$ cat config.mk
export PLATFORM = sky130hd
export DESIGN_NAME = ksm_term_writer
export DESIGN_NICKNAME = d
export VERILOG_FILES = /design/src/rtl/ksm_term_writer_pkg.sv /design/src/rtl/ksm_term_writer_wbm.sv /design/src/rtl/ksm_term_writer.sv
export SDC_FILE = /design/constraint.sdc
export NUM_CORES = 1
export LEC_CHECK = 0
export CORE_MARGIN = 2
export CORE_UTILIZATION = 50
export DETAILED_ROUTE_END_ITERATION = 8
export PLACE_DENSITY_LB_ADDON = 0.15
export SLEW_MARGIN = 20
export SYNTH_ARGS = -nofsm -noshare
export SYNTH_HDL_FRONTEND = slang
export SYNTH_HIERARCHICAL = 1
export SYNTH_SLANG_ARGS = --single-unit
$ cat constraint.sdc
create_clock -name wb_clk_i -period 3.27 [get_ports wb_clk_i]
set_input_delay 0.327 -clock wb_clk_i [delete_from_list [all_inputs] [get_ports wb_clk_i]]
set_output_delay 0.327 -clock wb_clk_i [all_outputs]
set_load 0.02 [all_outputs]
$ cat src/rtl/ksm_term_writer_pkg.sv
// ksm_term_writer_pkg
// Shared constants for the terminal writer: screen geometry defaults,
// terminal control codes, FSM state encodings and a bus address helper.
package ksm_term_writer_pkg;

    localparam int DEF_COLS = 80;
    localparam int DEF_ROWS = 25;

    localparam logic [7:0] CODE_CR = 8'h0D;
    localparam logic [7:0] CODE_LF = 8'h0A;
    localparam logic [7:0] CODE_BS = 8'h08;
    localparam logic [7:0] CODE_FF = 8'h0C;

    // Default-geometry landmarks (row 1 col 0, and start of the last row)
    localparam logic [12:0] TEXT_FIRST    = 13'd80;
    localparam logic [12:0] TEXT_LAST_ROW = 13'd1920;

    localparam logic [2:0] ST_IDLE    = 3'd0;
    localparam logic [2:0] ST_WR_CHAR = 3'd1;
    localparam logic [2:0] ST_SCR_RD  = 3'd2;
    localparam logic [2:0] ST_SCR_WR  = 3'd3;
    localparam logic [2:0] ST_CLR     = 3'd4;

    // Word-aligned bus address of a character position, wrapping mod 2^16
    function automatic logic [15:0] bus_word_adr(input logic [15:0] base,
                                                 input logic [12:0] pos);
        return base + {3'b000, pos[12:1], 1'b0};
    endfunction

endpackage

$ cat src/rtl/ksm_term_writer_wbm.sv
// ksm_wbm_port
// Single-transaction classic Wishbone initiator. A request seen while the
// bus is idle is latched and presented (cyc=stb=1) from the next edge; the
// cycle ends on the edge where ack is sampled high. done_o/rdata_o are valid
// in the cycle ack is high, so the caller can act on the ack edge itself.
// Ports:
//   wb_clk_i, wb_rst_i          clock, async active-high reset
//   req_i/we_i/adr_i/dat_i/sel_i transaction request (held until done_o)
//   done_o, rdata_o             completion strobe and read data
//   wbm_*                       Wishbone initiator signals
module ksm_wbm_port (
    input  logic        wb_clk_i,
    input  logic        wb_rst_i,
    input  logic        req_i,
    input  logic        we_i,
    input  logic [15:0] adr_i,
    input  logic [15:0] dat_i,
    input  logic [1:0]  sel_i,
    output logic        done_o,
    output logic [15:0] rdata_o,
    output logic [15:0] wbm_adr_o,
    output logic [15:0] wbm_dat_o,
    input  logic [15:0] wbm_dat_i,
    output logic        wbm_cyc_o,
    output logic        wbm_stb_o,
    output logic        wbm_we_o,
    output logic [1:0]  wbm_sel_o,
    input  logic        wbm_ack_i
);

    logic        cyc_q;
    logic        we_q;
    logic [15:0] adr_q;
    logic [15:0] dat_q;
    logic [1:0]  sel_q;

    // The cycle after an ack always has cyc low, which gives the mandatory
    // one-cycle gap even if req_i stays asserted.
    always_ff @(posedge wb_clk_i or posedge wb_rst_i) begin
        if (wb_rst_i) begin
            cyc_q <= 1'b0;
            we_q  <= 1'b0;
            adr_q <= 16'h0000;
            dat_q <= 16'h0000;
            sel_q <= 2'b00;
        end else if (cyc_q) begin
            if (wbm_ack_i) begin
                cyc_q <= 1'b0;
            end
        end else if (req_i) begin
            cyc_q <= 1'b1;
            we_q  <= we_i;
            adr_q <= adr_i;
            dat_q <= dat_i;
            sel_q <= sel_i;
        end
    end

    assign done_o    = cyc_q & wbm_ack_i;
    assign rdata_o   = wbm_dat_i;
    assign wbm_cyc_o = cyc_q;
    assign wbm_stb_o = cyc_q;
    assign wbm_we_o  = we_q;
    assign wbm_adr_o = adr_q;
    assign wbm_dat_o = dat_q;
    assign wbm_sel_o = sel_q;

endmodule

$ cat src/rtl/ksm_term_writer.sv
// ksm_term_writer
// Turns a stream of terminal characters into writes to text video memory
// and owns the cursor. Handles CR/LF/BS/FF, line wrap, and scrolling of the
// text area (rows 1..ROWS-1) by copying it up one row with bus read/write
// pairs. Row 0 (service line) is never read or written.
// Ports:
//   wb_clk_i, wb_rst_i           clock, async active-high reset
//   char_i/char_valid_i/char_ready_o  character input handshake
//   wbm_*                        Wishbone initiator to the video adapter
//   cursor_o                     current cursor character position
//   busy_o                       operation in progress (not accepting)
module ksm_term_writer
    import ksm_term_writer_pkg::*;
#(
    parameter logic [15:0] BASE_ADR = 16'h0000,
    parameter int          COLS     = DEF_COLS,
    parameter int          ROWS     = DEF_ROWS,
    parameter logic [7:0]  FILL     = 8'h20
) (
    input  logic        wb_clk_i,
    input  logic        wb_rst_i,
    input  logic [7:0]  char_i,
    input  logic        char_valid_i,
    output logic        char_ready_o,
    output logic [15:0] wbm_adr_o,
    output logic [15:0] wbm_dat_o,
    input  logic [15:0] wbm_dat_i,
    output logic        wbm_cyc_o,
    output logic        wbm_stb_o,
    output logic        wbm_we_o,
    output logic [1:0]  wbm_sel_o,
    input  logic        wbm_ack_i,
    output logic [12:0] cursor_o,
    output logic        busy_o
);

    localparam logic [12:0] FIRST_POS = 13'(COLS);
    localparam logic [12:0] LAST_ROW  = 13'(COLS * (ROWS - 1));
    localparam logic [12:0] LAST_WORD = 13'(COLS * ROWS - 2);
    localparam logic [12:0] SCR_SRC0  = 13'(2 * COLS);
    localparam logic [6:0]  LAST_COL  = 7'(COLS - 1);

    logic [2:0]  state_q, state_d;
    logic [12:0] cursor_q, cursor_d;
    logic [6:0]  col_q, col_d;
    logic [12:0] ptr_q, ptr_d;
    logic        scroll_q, scroll_d;
    logic [7:0]  char_q, char_d;
    logic [15:0] rdata_q, rdata_d;

    logic        req;
    logic        req_we;
    logic [12:0] req_pos;
    logic [15:0] req_dat;
    logic [1:0]  req_sel;
    logic        done;
    logic [15:0] rdata;

    always_comb begin
        state_d  = state_q;
        cursor_d = cursor_q;
        col_d    = col_q;
        ptr_d    = ptr_q;
        scroll_d = scroll_q;
        char_d   = char_q;
        rdata_d  = rdata_q;
        req      = 1'b0;
        req_we   = 1'b1;
        req_pos  = ptr_q;
        req_dat  = {FILL, FILL};
        req_sel  = 2'b11;

        case (state_q)
            ST_IDLE: begin
                if (char_valid_i) begin
                    char_d = char_i;
                    case (char_i)
                        CODE_CR: begin
                            cursor_d = cursor_q - {6'b0, col_q};
                            col_d    = 7'd0;
                        end
                        CODE_LF: begin
                            if (cursor_q >= LAST_ROW) begin
                                state_d  = ST_SCR_RD;
                                ptr_d    = SCR_SRC0;
                                scroll_d = 1'b1;
                            end else begin
                                cursor_d = cursor_q + FIRST_POS;
                            end
                        end
                        CODE_BS: begin
                            if (col_q != 7'd0) begin
                                cursor_d = cursor_q - 13'd1;
                                col_d    = col_q - 7'd1;
                            end
                        end
                        CODE_FF: begin
                            state_d  = ST_CLR;
                            ptr_d    = FIRST_POS;
                            scroll_d = 1'b0;
                            col_d    = 7'd0;
                        end
                        default: state_d = ST_WR_CHAR;
                    endcase
                end
            end
            ST_WR_CHAR: begin
                req     = 1'b1;
                req_pos = cursor_q;
                req_dat = {char_q, char_q};
                req_sel = cursor_q[0] ? 2'b10 : 2'b01;
                if (done) begin
                    state_d = ST_IDLE;
                    if (col_q == LAST_COL) begin
                        col_d = 7'd0;
                        // Wrap off the last row: cursor stays put until the
                        // scroll finishes, then lands on the last row col 0.
                        if (cursor_q >= LAST_ROW) begin
                            state_d  = ST_SCR_RD;
                            ptr_d    = SCR_SRC0;
                            scroll_d = 1'b1;
                        end else begin
                            cursor_d = cursor_q + 13'd1;
                        end
                    end else begin
                        cursor_d = cursor_q + 13'd1;
                        col_d    = col_q + 7'd1;
                    end
                end
            end
            ST_SCR_RD: begin
                req    = 1'b1;
                req_we = 1'b0;
                if (done) begin
                    rdata_d = rdata;
                    state_d = ST_SCR_WR;
                end
            end
            ST_SCR_WR: begin
                req     = 1'b1;
                req_pos = ptr_q - FIRST_POS;
                req_dat = rdata_q;
                if (done) begin
                    if (ptr_q == LAST_WORD) begin
                        state_d = ST_CLR;
                        ptr_d   = LAST_ROW;
                    end else begin
                        state_d = ST_SCR_RD;
                        ptr_d   = ptr_q + 13'd2;
                    end
                end
            end
            ST_CLR: begin
                req = 1'b1;
                if (done) begin
                    if (ptr_q == LAST_WORD) begin
                        state_d  = ST_IDLE;
                        cursor_d = scroll_q ? (LAST_ROW + {6'b0, col_q}) : FIRST_POS;
                    end else begin
                        ptr_d = ptr_q + 13'd2;
                    end
                end
            end
            default: state_d = ST_IDLE;
        endcase
    end

    always_ff @(posedge wb_clk_i or posedge wb_rst_i) begin
        if (wb_rst_i) begin
            state_q  <= ST_IDLE;
            cursor_q <= FIRST_POS;
            col_q    <= 7'd0;
            ptr_q    <= 13'd0;
            scroll_q <= 1'b0;
        end else begin
            state_q  <= state_d;
            cursor_q <= cursor_d;
            col_q    <= col_d;
            ptr_q    <= ptr_d;
            scroll_q <= scroll_d;
        end
    end

    // Pure data holding registers; always qualified by state before use
    always_ff @(posedge wb_clk_i) begin
        char_q  <= char_d;
        rdata_q <= rdata_d;
    end

    ksm_wbm_port u_port (
        .wb_clk_i  (wb_clk_i),
        .wb_rst_i  (wb_rst_i),
        .req_i     (req),
        .we_i      (req_we),
        .adr_i     (bus_word_adr(BASE_ADR, req_pos)),
        .dat_i     (req_dat),
        .sel_i     (req_sel),
        .done_o    (done),
        .rdata_o   (rdata),
        .wbm_adr_o (wbm_adr_o),
        .wbm_dat_o (wbm_dat_o),
        .wbm_dat_i (wbm_dat_i),
        .wbm_cyc_o (wbm_cyc_o),
        .wbm_stb_o (wbm_stb_o),
        .wbm_we_o  (wbm_we_o),
        .wbm_sel_o (wbm_sel_o),
        .wbm_ack_i (wbm_ack_i)
    );

    assign cursor_o     = cursor_q;
    assign char_ready_o = (state_q == ST_IDLE);
    assign busy_o       = ~char_ready_o;

endmodule

**Word-level counts from Yosys, hierarchy flattened**

Cells that the tools add are included.

- Reductions and logical operators: 16
- Eq/ne operators: 26
- $lt $le $gt $ge: 1
- Muxes and demuxes: 54
- $add $sub $neg: 9
- Bitwise operators: 3

Operators by type and width:

| kind | number |
|---|---|
| 2-to-1 mux 13 bit | 16 |
| one-hot mux 13 bit (3 select lines) | 2 |
| one-hot mux 13 bit (2 select lines) | 2 |
| one-hot mux 13 bit (4 select lines) | 1 |
| == test 8 x 4 -> 1 bit (second input constant) | 4 |
| one-hot mux 16 bit (2 select lines) | 1 |
| 2-to-1 mux 7 bit | 4 |
| one-hot mux 7 bit (2 select lines) | 2 |
| 2-to-1 mux 3 bit | 8 |
| != test 2 bit (second input constant) | 9 |
| AND reduction 8 bit | 2 |
| one-hot mux 3 bit (5 select lines) | 1 |
| adder 13 x 1 -> 13 bit (second input constant) | 1 |
| adder 13 x 2 -> 13 bit (second input constant) | 1 |
| adder 13 x 7 -> 13 bit (second input constant) | 1 |
| == test 13 x 11 -> 1 bit (second input constant) | 1 |
| >= comparator 13 x 11 -> 1 bit (second input constant) | 1 |
| subtractor 13 x 1 -> 13 bit (second input constant) | 1 |
| subtractor 13 x 7 -> 13 bit | 1 |
| subtractor 13 x 7 -> 13 bit (second input constant) | 1 |
| adder 11 x 7 -> 12 bit (first input constant) | 1 |
| 2-to-1 mux 12 bit | 1 |
| != test 3 bit (second input constant) | 4 |
| AND reduction 5 bit | 2 |
| other kinds (24) | 41 |

- Flip-flop bits (word level): 93
- Output and inout bits: 52
- Word-level logic and storage cells: 121

**Depth between registers and ports, before layout**

Gate-level depths: netlist of run 1.

- Depth in word-level cells: 5
- Depth in mapped cells: 13
- Gate-level depth less buffers: 12

**Hierarchy**

The synthesis of run 1 kept the hierarchy.

Modules (own cells, without submodules):

| module | cells each | area each (µm²) | instances | sequential area each (µm²) |
|---|---|---|---|---|
| ksm_term_writer | 578 | 4667.0 | 1 | 1649.1 |
| ksm_wbm_port | 97 | 1630.3 | 1 | 900.9 |

**Least setup slack after synthesis of run 1**

Ideal clock, no wire load.

- Path kind: input -> register
- Start: input port char_i[5]
- End: register cursor_q[12] (netlist: cursor_o[12])
- Data required time: 3184 ps
- Path buffers: 0
- Arrival time: 2832 ps
- Slack: 352 ps
- Setup time: 86 ps
- Stages: 12
- Cells stage by stage: nor4_1 -> nand4_1 -> nand2_1 -> ha_1 -> inv_1 -> fa_1 -> a211oi_1 -> nor2_1 -> o31a_1 -> o31ai_1 -> a211oi_1 -> nor3_1

- Longest elaborated chain between the ends: 4
- Elaborated cells on any way between the ends: 10

Ends and longest elaborated chain:

| element | RTL line | RTL |
|---|---|---|
| start, declared | ksm_term_writer.sv:22 | `input logic [7:0] char_i,` |
| == test 8 x 4 -> 1 bit | ksm_term_writer.sv:77 | `case (char_i)` |
| one-hot mux 13 bit (3 select lines) | ksm_term_writer.sv:77 |  |
| 2-to-1 mux 13 bit | ksm_term_writer.sv:75 | `if (char_valid_i) begin` |
| one-hot mux 13 bit (3 select lines) | ksm_term_writer.sv:73 | `case (state_q)` |
| end signal, assigned | ksm_term_writer.sv:177 | `cursor_q <= cursor_d;` |
| end, declared | ksm_term_writer.sv:44 | `logic [12:0] cursor_q, cursor_d;` |

Parallel ways exist; a longest one is shown, timed or not. The select of a mux whose other input is x is not followed.
A chain may end at the register's enable or synchronous reset.

**Worst setup path after layout of run 1**

- Start: input port char_i[6]
- End: register cursor_q[10] (netlist: cursor_o[10])

The elaborated chain is that of the path after synthesis.

==> flow_metrics.tcl, run 1 <==
set metrics [dict create \
    yosys-top-cells-count "80 x nand2_1, 71 x dfrtp_1, 53 x o21ai_0" \
    dr.pass1.iters 6 \
    grt-ovfl-total 0 \
    synth.largest_area_cell "dfrtp_1" \
    tightest_slew_ns 0.813 \
    synth.most_common_cell "nand2_1" \
    criticalPathCategory "input pin to flip-flop" \
    grt_pass1_wl_um 28100 \
    die_area_um2 13500 \
    core_um2 12200 \
    ys_warn_count 6 \
    cts.path.max_buffers 2 \
    crit_arrival_ns 3.37 \
    timing.hold.ws_ns 0.390 \
    synthCells 675 \
    drive_above_1_share 0.141 \
    fillers 1044 \
    wire_per_inst_um 19.3 \
    dieHeight_um 116 \
    dp.cells 896 \
    p_leak_nw 3.00 \
    cts_tree "done" \
    routed_wl_um 17600 \
    viasPerCell 6.05 \
    multi_input_area_um2 3350 \
    peakVddDrop_uv 557 \
    ios 80 \
    numCtsBuffers 9 \
    cts_root_buf "clkbuf_16" \
    globalRouteTotalUtil 0.267 \
    areaGrowthSynthToFinish_pct 19.3 \
    clkLatencyLatePin_ns 0.35 \
    dp_slack_ns -0.301 \
    worstPathRequired_ns 3.54 \
    vias 5514 \
    portBuffers 79 \
    die_width_um 116 \
    synth_top_area_share 0.282 \
    nNetsFinal 787 \
    hold_class "input pin to asynchronous set/reset pin" \
    clkSinkCount 97 \
    final_max_slew_viol_count 0 \
    htree_levels 3 \
    max-cap-violations 0 \
    synth_area_um2 6300 \
    dp_hpwl_um 12600 \
    ant_nets 0 \
    r2r_slack_ns 0.31 \
    syn_area_per_cell_um2 9.33 \
    grt_max_degree 37 \
    synthArstFlopShare 0.753 \
    rows 40 \
    rsz0062_at_grt "no" \
    drt-initial-drc-count 532 \
    cts_resized 0 \
    antenna_found_initial 0 \
    relSlewSlack 0.458 \
    finalWorstSetupSlack_ns 0.169 \
    finalSetupViolCount 0 \
    hold_viol_final 0 \
    ys_seq_elements 97 \
    yosysUniqueCellTypes 70 \
    start_util 0.518 \
    critPathMaxFanout 4 \
    powerDensity_nw_per_um2 992 \
    post-route-drc-count 0 \
    start_kind "input pin" \
    n_antenna_cell 0 \
    synth_edf_count 24 \
    synthFlopType "dfrtp_1" \
    cts_setup_buffers 0 \
    yosysSeqAreaShare 0.405 \
    fmax_mhz 322 \
    status "completed" \
    path_clk_slew_ns 0.07 \
    synth_area_leaders "dfrtp_1 28%, edfxtp_1 11%, mux2_4 7.2%" \
    fin_worst_skew_ns 0.0101 \
    fin_cells 912 \
    final-seq-area_um2 2550 \
    finalCritPeriodShare 0.948 \
    grt_pass1_vias 5239 \
    holdBufCountCts 0 \
    finalCriticalPeriod_ns 3.10 \
    cp-end-kind "flip-flop" \
    gp_congestion 0.951 \
]
==> area by class of cell <==
type | count | share of cell area
repair buffers | 111 | 0.139
clock buffers | 10 | 0.0305
multi-input cells | 500 | 0.446
well taps | 168 | 0.0280
flip-flops and latches | 97 | 0.339
clock inverters | 6 | 0.00683
inverters | 20 | 0.00999
==> critical path: stages <==
cell             delay, ns
clkdlybuf4s50_1       0.43
nor4_2                0.30
buf_4                 0.16
nand4_1               0.15
nand2_1               0.12
ha_1                  0.17
inv_1                 0.05
fa_1                  0.43
a211oi_1              0.23
nor2_1                0.10
o31a_1                0.31
o31ai_2               0.27
a221oi_1              0.13
o2bb2ai_1             0.20
==> power by group <==
group          internal [W]  total [W]  switching, W
combinational       0.00196    0.00427       0.00231
sequential          0.00163    0.00216      0.000536
clock              0.000527    0.00102      0.000492
==> flip-flops by register name, summed over array words and instances, names as in the netlist <==
name and count:
char_q 8, col_q 7, cursor_o 13, ptr_q 13
rdata_q 16, scroll_q 1, state_q 3, u_port/wbm_adr_o 16
u_port/wbm_cyc_o 1, u_port/wbm_dat_o 16, u_port/wbm_sel_o 2, u_port/wbm_we_o 1
==> routing by layer <==
layer  part of all wire  GRT usage  wire length [µm]  vias to the layer above
met2               0.48      0.424              8430                      199
li1                   -          -                 -                     2604
met4              0.017     0.0722               291                        0
met1               0.44      0.378              7820                     2690
met5                  0     0.0148                 0                        -
met3              0.060     0.0467              1060                       21
==> kinds of logic (layout without fill, tap and decap cells) <==
group                      after synthesis  after routing  share of synthesized area
muxes                                   39             39                     0.0872
adders and majority gates               20             20                     0.0409
buffers and inverters                   81            147                     0.0701
AOI/OAI and AO/OA                      204            204                      0.207
DFF                                     97             97                      0.405
and+or+nand+nor                        222            222                      0.174
xor gates and xnor gates                11             11                     0.0153
other                                    1              4                   0.000595
==> cells in the final DEF, fill, tap and decap left out, drive strengths merged, types with 4 or more instances in the layout <==
master / n
clkdlybuf4s50: 79
o22ai: 14
dfrtp: 71
buf: 32
o21a: 9
a21oi: 50
or3: 5
or3b: 5
nor3: 15
nor4: 5
nand2: 81
a211oi: 9
mux2: 37
inv: 23
a21o: 4
ha: 19
nand2b: 7
nor2b: 6
xnor2: 6
or4: 5
nor2: 44
o21ai: 54
nand4: 11
xor2: 5
a221oi: 7
edfxtp: 24
a22oi: 5
clkbuf: 10
o31a: 4
a31oi: 10
o31ai: 8
nand3: 17
conb: 4
==> worst paths after layout <==
| check | depth (start not counted) | from | to |
|---|---|---|---|
| max reg2reg | 8 | ptr_q[5]$_DFFE_PP0P_ | cursor_o[1]$_DFFE_PP0P_ |
| max in group asynchronous | 3 | wb_rst_i | cursor_o[4]$_DFFE_PP1P_ |
| min in group wb_clk_i | 1 | ptr_q[0]$_DFFE_PP0P_ | ptr_q[0]$_DFFE_PP0P_ |
| max | 14 | char_i[6] | cursor_o[10]$_DFFE_PP0P_ |
| min reg2reg | 1 | ptr_q[0]$_DFFE_PP0P_ | ptr_q[0]$_DFFE_PP0P_ |
| min | 2 | wb_rst_i | state_q[0]$_DFFE_PP0P_ |
==> metrics by stage <==
stage	instance area (µm²)	utilization	total power, W	TNS [ns]
global route	7510	0.618	0.00795	0
global placement	7220	0.593	0.00626	-0.438
detailed placement	7220	0.593	0.00636	-0.972
finish	7510	0.618	0.00745	0
CTS	7500	0.616	0.00742	0
floorplan	6310	-	0.00498	0
Note: power is estimated with default switching activity, not from simulation.
==> run 2, diff against run 1 <==
clock period = 3.4 ns   (was 3.27 ns; I/O delays follow)
==> flow_metrics.tcl, run 2 (synthesis results as in run 1) <==
set metrics [dict create \
    setup_tns_ns 0 \
    final_common_cell "nand2_1" \
    cts_resized 0 \
    rsz0062_at_grt "no" \
    dieHeight_um 116 \
    ios 80 \
    finalWorstSetupSlack_ns 0.188 \
    cts.path.max_buffers 2 \
    post-route-drc-count 0 \
    fin_worst_skew_ns 0.0109 \
    die_area_um2 13500 \
    nNetsFinal 785 \
    tightest_slew_ns 0.791 \
    core_um2 12200 \
    path_buf_inv 3 \
    htree_levels 3 \
    cp_cell_sequence "clkdlybuf4s50_1 -> nor4_2 -> buf_4 -> nand4_1 -> nand2_1 -> ha_1 -> inv_1 -> fa_1 -> a211oi_1 -> nor2_1 -> o31a_1 -> o31ai_1 -> a211oi_1 -> nor3_1" \
    portBuffers 79 \
    cts_root_buf "clkbuf_16" \
    finalCriticalPeriod_ns 3.21 \
    grt_max_degree 38 \
    vias 5531 \
    clkSinkCount 97 \
    areaGrowthSynthToFinish_pct 19.3 \
    dr.pass1.iters 6 \
    crit_family "compound AO/OA/AOI/OAI gates" \
    grt-ovfl-total 0 \
    clkLatencyLatePin_ns 0.36 \
    cts_setup_buffers 0 \
    cp_common_cell "a211oi_1" \
    hold_viol_final 0 \
    criticalPathCategory "input pin to flip-flop" \
    timing.hold.ws_ns 0.421 \
    status "completed" \
    globalRouteTotalUtil 0.265 \
    crit_arrival_ns 3.48 \
    grt_pass1_wl_um 27700 \
    viasPerCell 6.08 \
    hold_class "input pin to asynchronous set/reset pin" \
    final_cell_mix "80 x nand2_1, 79 x clkdlybuf4s50_1, 71 x dfrtp_1, 53 x o21ai_0, 50 x a21oi_1" \
    finalCritPeriodShare 0.945 \
    ant_nets 0 \
    drt-initial-drc-count 491 \
    final_max_slew_viol_count 0 \
    path_clk_slew_ns 0.08 \
    gp_congestion 0.910 \
    max-cap-violations 0 \
    crit_slowest_cell "clkdlybuf4s50_1" \
    holdBufCountCts 0 \
    cp-end-kind "flip-flop" \
    die_width_um 116 \
    dp_hpwl_um 12500 \
    antenna_found_initial 0 \
    dp_slack_ns -0.202 \
    p_leak_nw 3.01 \
    grt_pass1_vias 5192 \
    start_util 0.518 \
    powerDensity_nw_per_um2 956 \
    numCtsBuffers 9 \
    cts_tree "done" \
    routed_wl_um 17300 \
    relSlewSlack 0.473 \
    fmax_mhz 311 \
    critPathMaxFanout 4 \
    drive_above_1_share 0.137 \
    rows 40 \
    slowest_delay_ns 0.44 \
    wire_per_inst_um 19.0 \
    start_kind "input pin" \
    peakVddDrop_uv 512 \
    finalSetupViolCount 0 \
    worstPathRequired_ns 3.67 \
    n_antenna_cell 0 \
]
run 2: metrics by stage:
| stage | total power, W | util | area (µm²) | std cells |
|---|---|---|---|---|
| final | 0.00718 | 0.618 | 7510 | 910 |
| after global routing | 0.00766 | 0.618 | 7510 | 910 |
| after CTS | 0.00716 | 0.616 | 7490 | 910 |
| after detailed placement | 0.00608 | 0.591 | 7190 | 894 |
| after global placement | 0.00599 | 0.591 | 7190 | 894 |
| after floorplan | 0.00479 | - | 6310 | 678 |
run 2: final cells by class:
type                    count  area, µm²
fillers                  1048       4650
clock buffers              10        229
inverters                  20       75.1
clock inverters             6       73.8
well taps                 168        210
multi-input cells         500       3360
flip-flops and latches     97       2550
repair buffers            109       1020
run 2: layer usage:
metal / wire (µm) / vias up / track usage
met5: 0 / - / 0
met4: 261 / 0 / 0.0913
met3: 982 / 22 / 0.0394
met2: 8350 / 213 / 0.419
met1: 7690 / 2699 / 0.375
li1: - / 2597 / -
run 2: worst paths after layout:
| check | slack [ns] | endpoint | start | cells past startpoint |
|---|---|---|---|---|
| max in group asynchronous | 2.58 | cursor_o[6]$_DFFE_PP1P_ | wb_rst_i | 3 |
| max | 0.19 | cursor_o[12]$_DFFE_PP0P_ | char_i[5] | 14 |
| min in group wb_clk_i | 0.51 | ptr_q[0]$_DFFE_PP0P_ | ptr_q[0]$_DFFE_PP0P_ | 1 |
| max reg2reg | 0.43 | cursor_o[2]$_DFFE_PP0P_ | ptr_q[5]$_DFFE_PP0P_ | 8 |
| min reg2reg | 0.51 | ptr_q[0]$_DFFE_PP0P_ | ptr_q[0]$_DFFE_PP0P_ | 1 |
| min | 0.42 | u_port/wbm_dat_o[1]$_DFFE_PP0P_ | wb_rst_i | 3 |
run 2: worst reg2reg max path, delay by kind of cell (launching register included):
family / cells / cell delay (ns)
flops: 1 / 0.44
fa+ha+maj: 1 / 0.17
simple gates: 4 / 1.62
buf+inv: 1 / 0.16
compound gates: 2 / 0.49
run 2: power breakdown:
part	internal (W)	switching (W)
combinational	0.00186	0.00217
clock	0.000581	0.000477
sequential	0.00156	0.000528
